## src/rtl/pwm_gen_pkg.sv

```systemverilog
// Shared constants and helpers for the pwm_gen block.
package pwm_gen_pkg;

    // Default width of the duty code and period counter.
    localparam int PWM_WIDTH_DEFAULT = 4;

    // Number of clock cycles in one PWM period for a given counter width.
    function automatic int pwm_period(input int width);
        return 1 << width;
    endfunction

endpackage

```

## src/rtl/pwm_gen_counter.sv

```systemverilog
// Free-running wrapping period counter for pwm_gen.
// Exposes the value the counter will take on the next edge and a flag
// marking the last cycle of a period (the edge where it wraps to zero).
module pwm_gen_counter
    import pwm_gen_pkg::*;
#(
    parameter int WIDTH = PWM_WIDTH_DEFAULT
) (
    input  logic             clk,
    input  logic             rst,
    output logic [WIDTH-1:0] cnt_next,
    output logic             wrap
);

    localparam logic [WIDTH-1:0] CNT_MAX = WIDTH'(pwm_period(WIDTH) - 1);

    logic [WIDTH-1:0] cnt;

    // Increment modulo 2**WIDTH; the natural overflow provides the wrap.
    assign cnt_next = cnt + WIDTH'(1);
    assign wrap     = (cnt == CNT_MAX);

    // Counter register, cleared asynchronously so a period restarts at zero.
    always_ff @(posedge clk or posedge rst) begin
        if (rst) begin
            cnt <= '0;
        end else begin
            cnt <= cnt_next;
        end
    end

endmodule

```

## src/rtl/pwm_gen.sv

```systemverilog
// Fixed-period pulse-width modulator.
// The duty code x is latched only when the period counter wraps, so z is
// glitch-free within a period. z is registered and aligned with the counter.
// Optional feature: define PWM_GEN_SYNC_OUT_EN to add a registered
// period_start pulse that marks the first cycle of every period.
module pwm_gen
    import pwm_gen_pkg::*;
#(
    parameter int WIDTH = PWM_WIDTH_DEFAULT
) (
    input  logic             clk,
    input  logic             rst,
    input  logic [WIDTH-1:0] x,
    output logic             z
`ifdef PWM_GEN_SYNC_OUT_EN
    ,
    output logic             period_start
`endif
);

    logic [WIDTH-1:0] cnt_next;
    logic             wrap;
    logic [WIDTH-1:0] duty_q;
    logic [WIDTH-1:0] duty_next;

    pwm_gen_counter #(
        .WIDTH(WIDTH)
    ) u_counter (
        .clk      (clk),
        .rst      (rst),
        .cnt_next (cnt_next),
        .wrap     (wrap)
    );

    // A new duty code only takes effect on the edge that starts a period.
    assign duty_next = wrap ? x : duty_q;

    // Duty latch and output; z uses next-state values so it lines up with cnt.
    always_ff @(posedge clk or posedge rst) begin
        if (rst) begin
            duty_q <= '0;
            z      <= 1'b0;
        end else begin
            duty_q <= duty_next;
            z      <= (cnt_next < duty_next);
        end
    end

`ifdef PWM_GEN_SYNC_OUT_EN
    // One-cycle marker for the cycle where cnt is zero after a wrap.
    always_ff @(posedge clk or posedge rst) begin
        if (rst) begin
            period_start <= 1'b0;
        end else begin
            period_start <= wrap;
        end
    end
`endif

endmodule

```

## config.mk

```make
export PLATFORM = sky130hd
export DESIGN_NAME = pwm_gen
export DESIGN_NICKNAME = d
export VERILOG_FILES = /design/src/rtl/pwm_gen_pkg.sv /design/src/rtl/pwm_gen_counter.sv /design/src/rtl/pwm_gen.sv
export SDC_FILE = /design/constraint.sdc
export NUM_CORES = 1
export LEC_CHECK = 0
export CORE_AREA = 2 2 39 41
export CTS_CLUSTER_SIZE = 10
export DETAILED_ROUTE_END_ITERATION = 10
export DIE_AREA = 0 0 41 43
export GPL_ROUTABILITY_DRIVEN = 1
export PLACE_DENSITY_LB_ADDON = 0.25
export SYNTH_ARGS = -nofsm -noshare
export SYNTH_HDL_FRONTEND = slang
export SYNTH_SLANG_ARGS = --single-unit
```

## constraint.sdc

```tcl
create_clock -name clk -period 6.1 [get_ports clk]
set_clock_uncertainty 0.2 [all_clocks]
set_input_delay 0.915 -clock clk [delete_from_list [all_inputs] [get_ports clk]]
set_output_delay 0.915 -clock clk [all_outputs]
set_load 0.05 [all_outputs]
```

==> flow_summary.toml <==
[status]
outcome = "complete, no violations"

[logic_synthesis]
synth.most_common_cell = "dfrtp_1"
ys_seq_area_share_pct = 55.38
synth.top_cell.area_share_pct = 55.38
yosys_warnings = 0
synth.net_count = 42
syn_area_um2 = 406.6
synth_top_area_cell = "dfrtp_1"
yosys_register_bits = 9
synth_edf_count = 0
synth_cells = 32
synth.top_cells.by_area = "dfrtp_1, ha_1, inv_1"
synth_cell_types = 15
synthTopCellsByCount = "dfrtp_1, inv_1, ha_1, mux2i_1"
syn_avg_cell_area_um2 = 12.71
ys.flop_type = "dfrtp_1"
ys_async_sr_fraction_pct = 100.0

[timing]
rsz0062_at_grt = "no"
whs_ps = 281.6
setup_tns_ps = 0
layout_min_cycle_time_ps = 2489
tightest_slew_ps = 500.4
hold_viol = 0
post-route-period-util_pct = 40.80
finalSetupViolations = 0
max_slew_margin_pct = 66.53
slew_viol_final = 0
max_freq_mhz = 401.8

[clock_tree]
cts_hold_buf = 0
cts_tree = "yes"
clk_pin_slew_ps = 60
cts_made_buffers = 3
cts-htree-levels = 1
clock_latency_ps = 260
cts_root_buf = "clkbuf_4"
cts_num_sinks = 9
cts_setup_buffers = 0
clockBufferDepth = 2
cts_resized = 0

[global_route]
top_usage_layer = "met2"
grt_pass1_vias = 306
met3_usage_pct = 6.283
grt_max_degree = 10
grt_overflow_total = 0
gr-usage-met2_pct = 18.44
grt_use_total_pct = 11.71
grt_first_pass_wirelength_um = 1276
grt_antenna_before_repair = 0
grt_use_met1_pct = 11.78

[hold_path]
hp-class = "reg2reg"

[pwr]
power.combinational.fraction_pct = 8.5
swShare_pct = 21.47
ir_drop_v = 0.0001213
power_frac_clock_pct = 38.7
p_switching_mw = 0.02511
power.internal_mw = 0.09181
pwr-share-seq_pct = 52.8
power_density_nw_per_um2 = 227.9
power.total_mw = 0.1169
leakage_nw = 0.2720

[worst_setup_path]
end_kind = "primary output"
slowest_delay_ps = 800
crit_required_ps = 4980
crit_family = "buffers and inverters"
timing_worst_setup_path_type = "reg2out"
critPathMaxFanout = 1
slowest_stage = "clkdlybuf4s50_1"
critical_path_buf_inv_count = 1
path_cells = "clkdlybuf4s50_1"
arrival_ps = 1370
worstSetupStartpointType = "flip-flop"

[placement]
placed_area_um2 = 486.7
dp_hpwl_um = 547.6
gp_congestion = 0.6854
port_buffers = 6

[route]
drc_errors = 0
first_pass_iters = 2
vias_per_cell = 4.483
routed-via-count = 260
wl_per_cell_um = 12.16
drt_iter0_markers = 1
ant_nets = 0
routed_wl_um = 705

[cells_and_area]
multiInputGateArea_um2 = 158.9
regArea_um2 = 225.2
fin_util_pct = 37.07
area_growth_pct = 26.15
n_fill_cell = 131
antenna-diode-count = 0
final_area_um2 = 513.0
drive_gt1_share_pct = 14.29
final_net_count = 53

[floorplan]
core_um2 = 1384
dieHeight_um = 43
io_pins = 7
initial_utilization_pct = 29.39
rows = 14
fp.dieW_um = 41
die_area_um2 = 1763

[job]
drv_cap = 0
power by group through the flow:
stage / Sequential, mW / Combinational [mW] / Clock, mW
final: 0.0617 / 0.00997 / 0.0453
after global routing: 0.0618 / 0.0112 / 0.0509
after CTS: 0.0617 / 0.0102 / 0.0467
after detailed placement: 0.0628 / 0.0102 / 0
after global placement: 0.0627 / 0.00966 / 0
after floorplan: 0.0636 / 0.00441 / 0
per-stage QoR:
stage                     instances  worst slack (ps)
after floorplan                  32              4014
final                            58              3611
after detailed placement         54              3492
after CTS                        58              3598
after global placement           54              3521
after global routing             58              3571
worst paths after layout:
check | depth (start not counted) | startpoint | slack (ps) | end
max | 1 | z$_DFF_PP0_ | 3610 | z
min | 1 | u_counter.cnt[0]$_DFF_PP0_ | 280 | u_counter.cnt[0]$_DFF_PP0_
max reg2reg | 8 | u_counter.cnt[0]$_DFF_PP0_ | 3920 | z$_DFF_PP0_
min reg2reg | 1 | u_counter.cnt[0]$_DFF_PP0_ | 280 | u_counter.cnt[0]$_DFF_PP0_
max in group asynchronous | 2 | rst | 4730 | duty_q[2]$_DFF_PP0_
min in group asynchronous | 2 | rst | 710 | duty_q[0]$_DFF_PP0_
layout make-up:
class	count	area share, %
sequential	9	43.90
multi-input combinational	17	30.98
timing repair buffer	6	11.71
clock buffer	4	5.122
inverter	6	4.390
tap	16	3.902
worst reg2reg max path, delay by kind of cell (launching register included):
kind	cells	cell delay, ps
buffers and inverters	1	60
AND/OR/NAND/NOR	1	160
AO/OA/AOI/OAI	3	460
flip-flops	1	410
adder cells (fa/ha/maj)	2	480
multiplexers	1	370
cell families after synthesis:
kind of cell,after synthesis,share of synthesized area (%)
muxes,4,11.38
AOI/OAI and AO/OA,3,5.538
xor gates and xnor gates,2,4.308
and+or+nand+nor,4,5.536
adders and majority gates,4,12.31
DFF,9,55.39
buffers and inverters,6,5.538
state kept, by name (all words and copies together) (netlist names):
signal,flops
z,1
u_counter.cnt,4
duty_q,4
cell usage in the layout (no fill, tap or decap), types with 2 or more instances in the layout:
cell type        n
clkbuf_4         3
clkdlybuf4s50_1  6
dfrtp_1          9
ha_1             4
inv_1            6
mux2i_1          2
per-layer routing:
metal	up-vias	wire [um]
met5	-	0
met4	0	0
met3	0	44
met2	5	376
met1	127	283
li1	128	-
(Power assumes the default switching activity.)
